===== config.mk =====
export PLATFORM = sky130hd
export DESIGN_NAME = imem_load_ctrl
export DESIGN_NICKNAME = d
export VERILOG_FILES = /design/src/rtl/lc2k_pkg.sv /design/src/rtl/imem_load_ctrl.sv
export SDC_FILE = /design/constraint.sdc
export NUM_CORES = 1
export LEC_CHECK = 0
export BUFFER_PORTS_ARGS = -buffer_cell sky130_fd_sc_hd__buf_4
export CAP_MARGIN = 20
export CORE_MARGIN = 5
export CORE_UTILIZATION = 33
export CTS_BUF_LIST = sky130_fd_sc_hd__clkbuf_8
export DETAILED_ROUTE_END_ITERATION = 10
export PLACE_DENSITY = 0.95
export SLEW_MARGIN = 40
export SYNTH_ARGS = -nofsm -noshare
export SYNTH_HDL_FRONTEND = slang
export SYNTH_SLANG_ARGS = --single-unit

===== constraint.sdc =====
create_clock -name clk -period 6.1 [get_ports clk]
set_clock_uncertainty 0.1 [all_clocks]
set_input_delay 0.61 -clock clk [delete_from_list [all_inputs] [get_ports clk]]
set_output_delay 0.61 -clock clk [all_outputs]
set_load 0.02 [all_outputs]

===== src/rtl/lc2k_pkg.sv =====
// Shared LC2K definitions: controller state encodings, special instruction words,
// and the opcode field layout of a 32-bit LC2K instruction.
package lc2k_pkg;

  localparam logic [1:0] ST_IDLE = 2'd0;
  localparam logic [1:0] ST_LOAD = 2'd1;
  localparam logic [1:0] ST_FILL = 2'd2;
  localparam logic [1:0] ST_RUN  = 2'd3;

  localparam logic [31:0] HALT_W = 32'd25165824;
  localparam logic [31:0] NOOP_W = 32'd29360128;

  localparam int OPCODE_LSB = 22;
  localparam int OPCODE_W   = 3;

  localparam logic [2:0] OP_ADD  = 3'd0;
  localparam logic [2:0] OP_NOR  = 3'd1;
  localparam logic [2:0] OP_LW   = 3'd2;
  localparam logic [2:0] OP_SW   = 3'd3;
  localparam logic [2:0] OP_BEQ  = 3'd4;
  localparam logic [2:0] OP_JALR = 3'd5;
  localparam logic [2:0] OP_HALT = 3'd6;
  localparam logic [2:0] OP_NOOP = 3'd7;

  function automatic logic [2:0] opcode_of(input logic [31:0] word);
    return word[OPCODE_LSB +: OPCODE_W];
  endfunction

endpackage


===== src/rtl/imem_load_ctrl.sv =====
// Instruction-memory owner for an LC2K core: streams a program in after reset,
// pads the rest of memory with HALT, then hands fetch over to the CPU.
module imem_load_ctrl
  import lc2k_pkg::*;
#(
  parameter int DEPTH  = 16,
  parameter int ADDR_W = $clog2(DEPTH)
) (
  input  logic              clk,
  input  logic              reset,
  input  logic              load_start,
  input  logic              load_valid,
  input  logic [31:0]       load_data,
  input  logic              load_last,
  output logic              load_ready,
  input  logic [31:0]       pcCurrent,
  output logic [31:0]       instr,
  output logic              cpu_stall,
  output logic              load_done,
  output logic              load_ovf,
  output logic              mem_we,
  output logic [ADDR_W-1:0] mem_waddr,
  output logic [31:0]       mem_wdata,
  output logic [ADDR_W-1:0] mem_raddr,
  input  logic [31:0]       mem_rdata
);

  // One extra pointer bit so the pointer can sit at DEPTH once memory is full.
  localparam logic [ADDR_W:0] LAST_IDX = (ADDR_W+1)'(DEPTH - 1);
  localparam logic [ADDR_W:0] PTR_ONE  = (ADDR_W+1)'(1);

  logic [1:0]      state_q, state_d;
  logic [ADDR_W:0] wptr_q, wptr_d;
  logic            ovf_pending_q, ovf_pending_d;
  logic            load_ovf_q, load_ovf_d;
  logic            load_done_q;
  logic            we_c;
  logic            pc_in_range;

  always_comb begin
    // NOTE: every comb output gets a default first so no path can infer a latch.
    state_d       = state_q;
    wptr_d        = wptr_q;
    ovf_pending_d = ovf_pending_q;
    load_ovf_d    = load_ovf_q;
    we_c          = 1'b0;
    mem_waddr     = wptr_q[ADDR_W-1:0];
    mem_wdata     = HALT_W;

    case (state_q)
      ST_IDLE, ST_RUN: begin
        if (load_start) begin
          state_d       = ST_LOAD;
          wptr_d        = '0;
          ovf_pending_d = 1'b0;
          load_ovf_d    = 1'b0;
        end
      end

      ST_LOAD: begin
        if (load_valid) begin
          if (ovf_pending_q) begin
            // Memory is already full: drain the stream without writing.
            load_ovf_d = 1'b1;
            if (load_last) state_d = ST_RUN;
          end else begin
            we_c      = 1'b1;
            mem_wdata = load_data;
            wptr_d    = wptr_q + PTR_ONE;
            if (wptr_q == LAST_IDX) begin
              if (load_last) state_d = ST_RUN;
              else           ovf_pending_d = 1'b1;
            end else if (load_last) begin
              state_d = ST_FILL;
            end
          end
        end
      end

      ST_FILL: begin
        if (wptr_q > LAST_IDX) begin
          state_d = ST_RUN;
        end else begin
          we_c   = 1'b1;
          wptr_d = wptr_q + PTR_ONE;
          if (wptr_q == LAST_IDX) state_d = ST_RUN;
        end
      end

      default: state_d = ST_IDLE;
    endcase
  end

  always_ff @(posedge clk) begin
    // NOTE: state registers use non-blocking assignments so every flop samples pre-edge values.
    if (reset) begin
      state_q       <= ST_IDLE;
      wptr_q        <= '0;
      ovf_pending_q <= 1'b0;
      load_ovf_q    <= 1'b0;
      load_done_q   <= 1'b0;
    end else begin
      state_q       <= state_d;
      wptr_q        <= wptr_d;
      ovf_pending_q <= ovf_pending_d;
      load_ovf_q    <= load_ovf_d;
      load_done_q   <= (state_d == ST_RUN) && (state_q != ST_RUN);
    end
  end

  // A reset landing mid-load must not leave a stray write behind.
  assign mem_we      = we_c & ~reset;
  assign load_ready  = (state_q == ST_LOAD);
  assign cpu_stall   = (state_q != ST_RUN);
  assign load_done   = load_done_q;
  assign load_ovf    = load_ovf_q;
  assign mem_raddr   = pcCurrent[ADDR_W-1:0];
  assign pc_in_range = ((pcCurrent >> ADDR_W) == '0);
  assign instr       = (state_q == ST_RUN && pc_in_range) ? mem_rdata : HALT_W;

endmodule

==> results of run 1 <==
## per-stage QoR
| step | utilization, % | power, W | setup WS (ns) | area (um2) |
|---|---|---|---|---|
| after floorplan | - | 0.000334 | 3.73 | 1190 |
| after global placement | 71.3 | 0.000476 | 2.83 | 2430 |
| after detailed placement | 71.4 | 0.000481 | 3.09 | 2440 |
| after CTS | 72.6 | 0.000552 | 2.98 | 2480 |
| after global routing | 72.7 | 0.000593 | 2.93 | 2480 |
| final | 72.7 | 0.000546 | 3.23 | 2480 |
## synth_stat cells, types with 2 or more instances
library cell               instances  area share (%)
sky130_fd_sc_hd__a211oi_1          2             1.3
sky130_fd_sc_hd__a21oi_1           4             1.7
sky130_fd_sc_hd__a31oi_1           2             1.1
sky130_fd_sc_hd__and2_1           60              32
sky130_fd_sc_hd__buf_4             8             5.0
sky130_fd_sc_hd__clkbuf_1          8             2.5
sky130_fd_sc_hd__dfxtp_1          10              17
sky130_fd_sc_hd__ha_1              7             7.4
sky130_fd_sc_hd__inv_1             7             2.2
sky130_fd_sc_hd__mux2i_1           2             1.7
sky130_fd_sc_hd__nand2_1           2            0.63
sky130_fd_sc_hd__nand4_1           2             1.1
sky130_fd_sc_hd__nor2_1           12             3.8
sky130_fd_sc_hd__nor2b_1           3             1.6
sky130_fd_sc_hd__nor3_1            2            0.84
sky130_fd_sc_hd__nor4_1            6             3.2
sky130_fd_sc_hd__o21ai_0           2            0.84
sky130_fd_sc_hd__or3_1             4             2.1
## flip-flops by register name, summed over array words and instances (netlist names)
register / flops
load_ovf: 1
load_done: 1
wptr_q: 5
state_q: 2
ovf_pending_q: 1
## cell usage in the layout (no fill, tap or decap)
cell                         n
sky130_fd_sc_hd__a211oi_1    2
sky130_fd_sc_hd__a21oi_1     4
sky130_fd_sc_hd__a221o_2     1
sky130_fd_sc_hd__a221oi_1    1
sky130_fd_sc_hd__a22o_1      1
sky130_fd_sc_hd__a22oi_1     1
sky130_fd_sc_hd__a311oi_1    1
sky130_fd_sc_hd__a31o_2      1
sky130_fd_sc_hd__a31oi_1     2
sky130_fd_sc_hd__a32o_1      1
sky130_fd_sc_hd__a41o_2      1
sky130_fd_sc_hd__and2_1     60
sky130_fd_sc_hd__and3_2      1
sky130_fd_sc_hd__buf_4     170
sky130_fd_sc_hd__clkbuf_8    3
sky130_fd_sc_hd__dfxtp_1    10
sky130_fd_sc_hd__ha_1        7
sky130_fd_sc_hd__inv_1       7
sky130_fd_sc_hd__mux2i_1     2
sky130_fd_sc_hd__nand2_1     2
sky130_fd_sc_hd__nand2b_1    1
sky130_fd_sc_hd__nand2b_4    1
sky130_fd_sc_hd__nand3_1     1
sky130_fd_sc_hd__nand4_1     2
sky130_fd_sc_hd__nand4b_1    1
sky130_fd_sc_hd__nor2_1     11
sky130_fd_sc_hd__nor2_4      1
sky130_fd_sc_hd__nor2b_1     3
sky130_fd_sc_hd__nor3_1      2
sky130_fd_sc_hd__nor4_1      6
sky130_fd_sc_hd__nor4b_1     1
sky130_fd_sc_hd__o21ai_0     2
sky130_fd_sc_hd__o31a_2      1
sky130_fd_sc_hd__o31ai_1     1
sky130_fd_sc_hd__o32ai_1     1
sky130_fd_sc_hd__or2b_1      1
sky130_fd_sc_hd__or3_1       4
sky130_fd_sc_hd__or4_2       1
sky130_fd_sc_hd__or4b_1      1
## final cells by class
class	instances	area, um2	share of cell area [%]
repair buffers	170	1280	51.4
multi-input cells	130	882	35.5
flip-flops and latches	10	200	8.06
well taps	46	57.6	2.32
clock buffers	3	41.3	1.66
inverters	7	26.3	1.06
## worst max-delay path, cell delays in order (launching register included)
cell and delay [ns]:
sky130_fd_sc_hd__dfxtp_1 0.42, sky130_fd_sc_hd__ha_1 0.22, sky130_fd_sc_hd__nor4b_1 0.24, sky130_fd_sc_hd__nand4_1 0.25, sky130_fd_sc_hd__nor2_4 0.43, sky130_fd_sc_hd__and2_1 0.21, sky130_fd_sc_hd__buf_4 0.14
## worst paths after layout
kind / depth (start not counted) / slack, ns / end / start
max reg2reg: 5 / 3.96 / wptr_q[3] / state_q[0]
min: 2 / 0.43 / wptr_q[2] / wptr_q[2]
max: 6 / 3.23 / instr[21] / state_q[0]
min reg2reg: 2 / 0.43 / wptr_q[2] / wptr_q[2]
## power groups by stage
stage	Clock (W)	Sequential, W	Combinational [W]
3_5_place_dp	0	0.0000990	0.000382
3_3_place_gp	0	0.0000984	0.000377
5_1_grt	0.0000746	0.000101	0.000418
6_report	0.0000687	0.0000981	0.000379
4_1_cts	0.0000700	0.0000981	0.000383
2_1_floorplan	0	0.0000988	0.000235
## routing by layer
| layer | track usage (%) | vias up | share of wire, % |
|---|---|---|---|
| met5 | 0 | - | 0 |
| met4 | 6.38 | 0 | 1.2 |
| met3 | 7.03 | 7 | 12 |
| met2 | 43.8 | 107 | 56 |
| met1 | 19.3 | 766 | 31 |
| li1 | - | 864 | - |
## logic make-up after synthesis
kind of cell / Yosys count / synth area share, %
adder cells (fa/ha/maj): 7 / 7.35
flip-flops: 10 / 16.8
AND/OR/NAND/NOR: 100 / 51.1
AO/OA/AOI/OAI: 21 / 13.3
buffers and inverters: 23 / 9.77
multiplexers: 2 / 1.68
==> reports/summary.md, run 1 <==
* **first-pass GRT wire length** 8.47 mm
* **initial cell density of the core** 34.9%
* **non-filler cells in the finished layout** 366
* **ys flop type** sky130_fd_sc_hd__dfxtp_1
* **Net Sw Power** 0.000245 W
* **number of buffer cells added on primary ports** 169
* **Max IR drop VDD** 0.111 mV
* **netlist area before placement** 0.00119 mm2
* **Antenna Diode Count** 0
* **routability congestion estimate** 0.824
* **max-slew violation total from the final report** 0
* **startpoint type of the worst setup path** flop
* **leakage dissipation** 1.31 nW
* **result of the run** complete, no violations
* **maximum capacitance violations** 0
* **detailed placer's ending HPWL** 4.95 mm
* **number of buffers added for setup after CTS** 0
* **Die Width** 70.1 um
* **proportion of synthesized flip-flops having asynchronous set or reset** 0%
* **Die ar.** 0.00491 mm2
* **synthesized netlist cell count** 163
* **worst hold slack** 0.431 ns
* **critical path required time** 5.39 ns
* **post-placement cell count** 363
* **combinational share of power** 69.4%
* **Via Count** 1744
* **root cell of the clock tree** sky130_fd_sc_hd__clkbuf_8
* **number of hold violations in the final report** 0
* **Slew Limit Headroom** 67.5%
* **arrival time of data at the critical path endpoint** 2.16 ns
* **count of nets left with antenna violations after detail routing** 0
* **number of buffers created by CTS** 3
* **FILL cells** 274
* **pin count of the biggest net entering global routing** 32
* **EDFF count, synth** 0
* **overall fraction of global-route tracks in use** 21.4%
* **maximum clock frequency** 349 MHz
* **endpoint type of the worst setup path** output pin
* **Std-Cell Core Area** 0.00342 mm2
* **Internal Dissipation** 0.000301 W
* **number of failing setup endpoints in the final timing report** 0
* **number of gates resized after CTS** 0
* **crit path kind** flop to output pin
* **H-tree levels** 1
* **Overflow after GRT** 0
* **number of global-route vias before repair** 1838
* **number of placement rows** 21
* **count of state elements after synthesis** 10
* **Clk Latency, worst-skew pair** 0.24 ns
* **area overhead of the layout relative to synthesis** 109%
* **RSZ-0062 raised after global routing** no
* **power per cell area** 220 mW/mm2
* **CTS sink count** 10
* **share of layout cells above drive strength 1** 56.6%
* **DR vias/cell** 4.77
* **switching part of the total** 44.8%
* **average footprint of a synthesized cell** 7.31 um2
* **path class of the lowest-slack min-delay path** flop to flop
* **TritonCTS clock tree** done
* **DRC violation count after routing** 0
* **Die Ht** 70.1 um
* **initial antenna violation count** 0
* **fin nets** 430
* **portion of the post-synthesis area used by sequential elements** 16.8%
* **number of distinct library cells after synthesis** 38
* **Longest Clk Path Bufs** 2
* **number of warnings reported in the yosys synthesis log** 0
* **power share of the sequential group** 18.0%
* **Top Ports** 178
* **hold buffer count at cts** 0
* **clock network power share** 12.6%
* **final worst path period need** 2.87 ns
* **Routed wire per std cell** 15.0 um
* **share of the clock period used by the worst path** 47.0%
* **Initial DRC Count** 44
* **Synthesized Nets** 271
* **biggest fanout along the worst timing path** 30
* **total detailed-routing wirelength** 5.48 mm
* **Tightest Pin Transition** 0.488 ns
* **Setup TNS** 0 ns
* **clock-pin transition on the worst setup and hold timing paths** 0.05 ns
* **Pre-antenna DRT Iters** 4
No activity file was read; power rests on OpenSTA's default activity.
==> run 2, diff against run 1 <==
--- a/config.mk
+++ b/config.mk
@@ -8,10 +8,10 @@
 export BUFFER_PORTS_ARGS = -buffer_cell sky130_fd_sc_hd__buf_4
 export CAP_MARGIN = 20
 export CORE_MARGIN = 5
-export CORE_UTILIZATION = 33
+export CORE_UTILIZATION = 30
 export CTS_BUF_LIST = sky130_fd_sc_hd__clkbuf_8
 export DETAILED_ROUTE_END_ITERATION = 10
-export PLACE_DENSITY = 0.95
+export PLACE_DENSITY = 0.89
 export SLEW_MARGIN = 40
 export SYNTH_ARGS = -nofsm -noshare
 export SYNTH_HDL_FRONTEND = slang
==> constraint.sdc (replaced) <==
create_clock -name clk -period 2.8 [get_ports clk]
set_clock_uncertainty 0.1 [all_clocks]
set_input_delay 0.28 -clock clk [delete_from_list [all_inputs] [get_ports clk]]
set_output_delay 0.28 -clock clk [all_outputs]
set_load 0.02 [all_outputs]
==> reports/summary.md, run 2 (synthesis results as in run 1) <==
* **result of the run** complete, no violations
* **share of the clock period used by the worst path** 84.1%
* **dominant cell type by count on the critical path** sky130_fd_sc_hd__buf_4
* **Worst Setup Slack, final** 0.445 ns
* **hold buffer count at cts** 0
* **Antenna Diode Count** 0
* **most frequent standard cell in the layout excluding fill and tap cells** sky130_fd_sc_hd__buf_4
* **count of nets left with antenna violations after detail routing** 0
* **path class of the lowest-slack min-delay path** input pin to flop
* **root cell of the clock tree** sky130_fd_sc_hd__clkbuf_8
* **number of buffer cells added on primary ports** 169
* **Die Ht** 73.0 um
* **overall fraction of global-route tracks in use** 18.1%
* **multi-input combinational cell area** 875 um2
* **Endpoint, Worst Hold** ovf_pending_q
* **Longest Clk Path Bufs** 2
* **Regs by FF count** wptr_q: 5 flops, state_q: 2 flops
* **Std-Cell Core Area** 0.00391 mm2
* **Setup Slack @ Placement** 0.672 ns
* **crit path kind** flop to output pin
* **leading cell types in the layout, fill and taps excluded** sky130_fd_sc_hd__buf_4, sky130_fd_sc_hd__and2_1, sky130_fd_sc_hd__nor2_1
* **biggest fanout along the worst timing path** 30
* **final worst path period need** 2.36 ns
* **RSZ-0062 raised after global routing** no
* **number of hold violations in the final report** 0
* **Die Width** 73.0 um
* **max-slew violation total from the final report** 0
* **Die ar.** 0.00533 mm2
* **Setup TNS** 0 ns
* **number of cells on the critical path** 7
* **number of failing setup endpoints in the final timing report** 0
* **TritonCTS clock tree** done
* **initial antenna violation count** 0
* **DR vias/cell** 4.67
* **share of layout cells above drive strength 1** 56.4%
* **maximum capacitance violations** 0
* **H-tree levels** 1
* **flip-flop count of the largest register after layout** 5
* **leakage dissipation** 1.32 nW
* **Clk Latency, worst-skew pair** 0.24 ns
* **Reg-to-Reg End** wptr_q[3]
* **Tightest Pin Transition** 0.484 ns
* **beginning of the worst register-to-register path** state_q[0]
* **top register by number of flip-flops** wptr_q
* **startpoint type of the worst setup path** flop
* **pin count of the biggest net entering global routing** 31
* **routability congestion estimate** 0.769
* **endpoint type of the worst setup path** output pin
* **Pre-antenna DRT Iters** 4
* **fin nets** 431
* **Overflow after GRT** 0
* **WP buf/inv** 2
* **Initial DRC Count** 29
* **first-pass GRT wire length** 7.64 mm
* **CP max stage delay** 0.42 ns
* **master of the slowest instance on the critical path** sky130_fd_sc_hd__dfxtp_1
* **detailed placer's ending HPWL** 4.65 mm
* **Slew Limit Headroom** 67.8%
* **Routed wire per std cell** 14.1 um
* **Top Ports** 178
* **clock-pin transition on the worst setup and hold timing paths** 0.04 ns
* **power per cell area** 478 mW/mm2
* **number of global-route vias before repair** 1756
* **r2r worst-path depth** 5
* **number of gates resized after CTS** 0
* **number of placement rows** 23
* **setup slack of the worst register-to-register path** 0.68 ns
* **area of all sequential standard cells** 200 um2
* **cell depth of the worst min-delay path** 2
* **series of cell instances along the critical path** ha_1 -> nor4b_1 -> nand4_1 -> nor2_1 -> buf_4 -> and2_1 -> buf_4
* **area overhead of the layout relative to synthesis** 109%
* **DRC violation count after routing** 0
* **number of buffers created by CTS** 3
* **arrival time of data at the critical path endpoint** 1.98 ns
* **Max IR drop VDD** 0.255 mV
* **hold path startpoint** load_start
* **CTS sink count** 10
* **family with the most delay on the worst path** simple AND/OR/NAND/NOR gates
* **critical path required time** 2.42 ns
* **number of buffers added for setup after CTS** 0
* **FILL cells** 360
* **total detailed-routing wirelength** 5.23 mm
* **maximum clock frequency** 425 MHz
* **Via Count** 1732
* **initial cell density of the core** 30.4%
run 2: cell count changes in the layout (fill, tap and decap cells not counted):
| cell | delta |
|---|---|
| sky130_fd_sc_hd__buf_4 | +1 |
| sky130_fd_sc_hd__nor2_1 | +1 |
| sky130_fd_sc_hd__nor2_4 | -1 |
run 2: area by class of cell:
cell class                      count  share of cell area, %
Multi-Input combinational cell    130                   35.1
Clock buffer                        3                   1.66
Sequential cell                    10                   8.04
Tap cell                           50                   2.51
Inverter                            7                   1.06
Timing Repair Buffer              171                   51.6
run 2: worst max path at each step:
stage / start / to / slack, ns
6_report: state_q[0] / instr[5] / 0.44
5_1_grt: state_q[0] / instr[11] / 0.17
4_1_cts: state_q[0] / instr[5] / 0.40
3_5_place_dp: state_q[0] / instr[5] / 0.67
3_3_place_gp: state_q[0] / instr[5] / 0.66
2_1_floorplan: state_q[0] / mem_we / 0.79
run 2: stage by stage:
stage                     hold slack (ns)  cells  cell area [um2]  power (W)  util, %
after floorplan                     0.277    163             1190   0.000728        -
after global placement              0.405    368             2450    0.00104     62.5
after detailed placement            0.403    368             2450    0.00105     62.5
after CTS                           0.157    371             2490    0.00120     63.6
after global routing                0.162    371             2490    0.00129     63.6
final                               0.161    371             2490    0.00119     63.6
run 2: report_power, final:
part | total, W | leakage [nW] | switching, W | internal [W]
Clock | 0.000148 | 0.0216 | 0.0000541 | 0.0000939
Sequential | 0.000213 | 0.0813 | 0.0000379 | 0.000176
Combinational | 0.000828 | 1.21 | 0.000441 | 0.000387
run 2: routing by layer:
layer | wire [um] | track usage (%)
met5 | 0 | 0
met4 | 137 | 9.43
met3 | 782 | 8.13
met2 | 2700 | 33.0
met1 | 1610 | 16.8
==> run 3, diff against run 2 <==
--- a/config.mk
+++ b/config.mk
@@ -8,10 +8,10 @@
 export BUFFER_PORTS_ARGS = -buffer_cell sky130_fd_sc_hd__buf_4
 export CAP_MARGIN = 20
 export CORE_MARGIN = 5
-export CORE_UTILIZATION = 30
+export CORE_UTILIZATION = 27
 export CTS_BUF_LIST = sky130_fd_sc_hd__clkbuf_8
 export DETAILED_ROUTE_END_ITERATION = 10
-export PLACE_DENSITY = 0.89
+export PLACE_DENSITY = 0.85
 export SLEW_MARGIN = 40
 export SYNTH_ARGS = -nofsm -noshare
 export SYNTH_HDL_FRONTEND = slang
==> constraint.sdc (replaced) <==
create_clock -name clk -period 1.9 [get_ports clk]
set_clock_uncertainty 0.1 [all_clocks]
set_input_delay 0.19 -clock clk [delete_from_list [all_inputs] [get_ports clk]]
set_output_delay 0.19 -clock clk [all_outputs]
set_load 0.02 [all_outputs]
==> reports/summary.md, run 3 (synthesis results as in run 1) <==
* **most frequent standard cell in the layout excluding fill and tap cells** sky130_fd_sc_hd__buf_4
* **power per cell area** 848 mW/mm2
* **count of nets left with antenna violations after detail routing** 0
* **series of cell instances along the critical path** buf_4 -> buf_6 -> ha_4 -> inv_2 -> nor2_4 -> buf_12 -> buf_16 -> and2_4 -> buf_6
* **number of placement rows** 24
* **RSZ-0062 raised after global routing** yes
* **Max IR drop VDD** 0.401 mV
* **Std-Cell Core Area** 0.00432 mm2
* **FILL cells** 319
* **initial antenna violation count** 0
* **sum of routed wire segments on met1** 2.15 mm
* **fin nets** 460
* **CP max stage delay** 0.36 ns
* **flip-flop count of the largest register after layout** 5
* **leading cell types in the layout, fill and taps excluded** sky130_fd_sc_hd__buf_4, sky130_fd_sc_hd__buf_6, sky130_fd_sc_hd__and2_1, sky130_fd_sc_hd__and2_4, sky130_fd_sc_hd__nor2_1
* **TritonCTS clock tree** done
* **Die ar.** 0.00584 mm2
* **max-slew violation total from the final report** 0
* **Clk Latency, worst-skew pair** 0.24 ns
* **clock network power share** 10.3%
* **DR vias/cell** 4.77
* **Setup TNS** -5.80 ns
* **DRC violation count after routing** 0
* **Antenna Diode Count** 0
* **Longest Clk Path Bufs** 2
* **power share of the sequential group** 11.7%
* **length of routed met3 wiring** 691 um
* **share of layout cells above drive strength 1** 75.5%
* **area of all sequential standard cells** 208 um2
* **clock-pin transition on the worst setup and hold timing paths** 0.05 ns
* **result of the run** complete, but fails checks
* **Die Width** 76.4 um
* **final worst path period need** 2.04 ns
* **Pre-antenna DRT Iters** 4
* **dominant cell type by count on the critical path** sky130_fd_sc_hd__buf_6
* **number of buffer cells added on primary ports** 169
* **critical path required time** 1.61 ns
* **Via Count** 1924
* **Overflow after GRT** 0
* **family with the most delay on the worst path** buffers and inverters
* **hold buffer count at cts** 0
* **share of the clock period used by the worst path** 107%
* **number of buffers created by CTS** 3
* **maximum capacitance violations** 0
* **Slew Limit Headroom** 77.6%
* **area overhead of the layout relative to synthesis** 164%
* **Die Ht** 76.4 um
* **fraction of the core area covered by cells at the end of the flow** 72.8%
* **biggest fanout along the worst timing path** 7
* **initial cell density of the core** 27.5%
* **violations in the final reports** negative setup slack
* **Net Sw Power** 0.00105 W
* **root cell of the clock tree** sky130_fd_sc_hd__clkbuf_8
* **Worst Setup Slack, final** -0.137 ns
* **endpoint type of the worst setup path** output pin
* **number of global-route vias before repair** 2072
* **detailed placer's ending HPWL** 5.08 mm
* **switching part of the total** 39.3%
* **startpoint type of the worst setup path** flop
* **Internal Dissipation** 0.00162 W
* **Top Ports** 178
* **CTS sink count** 10
* **top register by number of flip-flops** wptr_q
* **total detailed-routing wirelength** 6.66 mm
* **met2 layer wire length in the routed design** 3.73 mm
* **number of failing setup endpoints in the final timing report** 66
* **path class of the lowest-slack min-delay path** input pin to flop
* **master of the slowest instance on the critical path** sky130_fd_sc_hd__dfxtp_4
* **overall fraction of global-route tracks in use** 20.5%
* **total power of the final layout** 0.00267 W
* **multi-input combinational cell area** 0.00109 mm2
* **leakage dissipation** 1.59 nW
* **first-pass GRT wire length** 9.92 mm
* **crit path kind** flop to output pin
* **maximum clock frequency** 491 MHz
* **Regs by FF count** wptr_q: 5 flops, state_q: 2 flops
* **H-tree levels** 1
* **highest routed layer** met4
* **Tightest Pin Transition** 0.333 ns
* **number of hold violations in the final report** 0
* **Initial DRC Count** 31
* **routability congestion estimate** 0.740
* **WP buf/inv** 6
* **arrival time of data at the critical path endpoint** 1.75 ns
* **combinational share of power** 77.9%
* **pin count of the biggest net entering global routing** 16
* **Routed wire per std cell** 16.5 um
[run 3: layout make-up]
| cell class | count | share of cell area, % |
|---|---|---|
| repair buffers | 200 | 54.2 |
| flip-flops and latches | 10 | 6.60 |
| multi-input cells | 130 | 34.5 |
| clock buffers | 4 | 1.75 |
| well taps | 52 | 2.07 |
| inverters | 7 | 0.914 |
[run 3: power by group through the flow]
stage	Combinational [W]	Clock [W]	Sequential, W
after CTS	0.00178	0.000278	0.000308
after detailed placement	0.00153	0	0.000298
after floorplan	0.000766	0	0.000327
final	0.00208	0.000276	0.000313
after global placement	0.00150	0	0.000294
after global routing	0.00224	0.000294	0.000315
[run 3: worst paths after layout]
path	startpoint	endpoint	slack, ns	depth (start not counted)
max reg2reg	state_q[0]	wptr_q[2]	-0.02	7
min reg2reg	load_ovf	load_ovf	0.43	2
min	load_start	ovf_pending_q	0.07	2
max	state_q[0]	mem_wdata[16]	-0.14	9
[run 3: metal layers]
layer	up-vias	GRT usage, %
met2	121	41.9
met1	869	18.0
met5	-	0
met4	0	5.42
met3	7	8.04
li1	927	-
[run 3: through the flow]
| stage | cells | setup slack, ns | area, um2 | hold WS [ns] |
|---|---|---|---|---|
| 5_1_grt | 403 | -0.275 | 3150 | 0.0600 |
| 3_3_place_gp | 388 | -0.00471 | 2620 | 0.280 |
| 4_1_cts | 400 | -0.156 | 2930 | 0.0664 |
| 3_5_place_dp | 388 | -0.0493 | 2620 | 0.280 |
| 6_report | 403 | -0.137 | 3150 | 0.0700 |
| 2_1_floorplan | 163 | -0.0102 | 1210 | 0.187 |
[run 3: repair_timing]
item                                    CTS  global route
buffers inserted                          5             3
gates resized for setup                  44            56
endpoints found under the setup margin   69            72
pin swaps                                 9            16
cloned                                    3             1
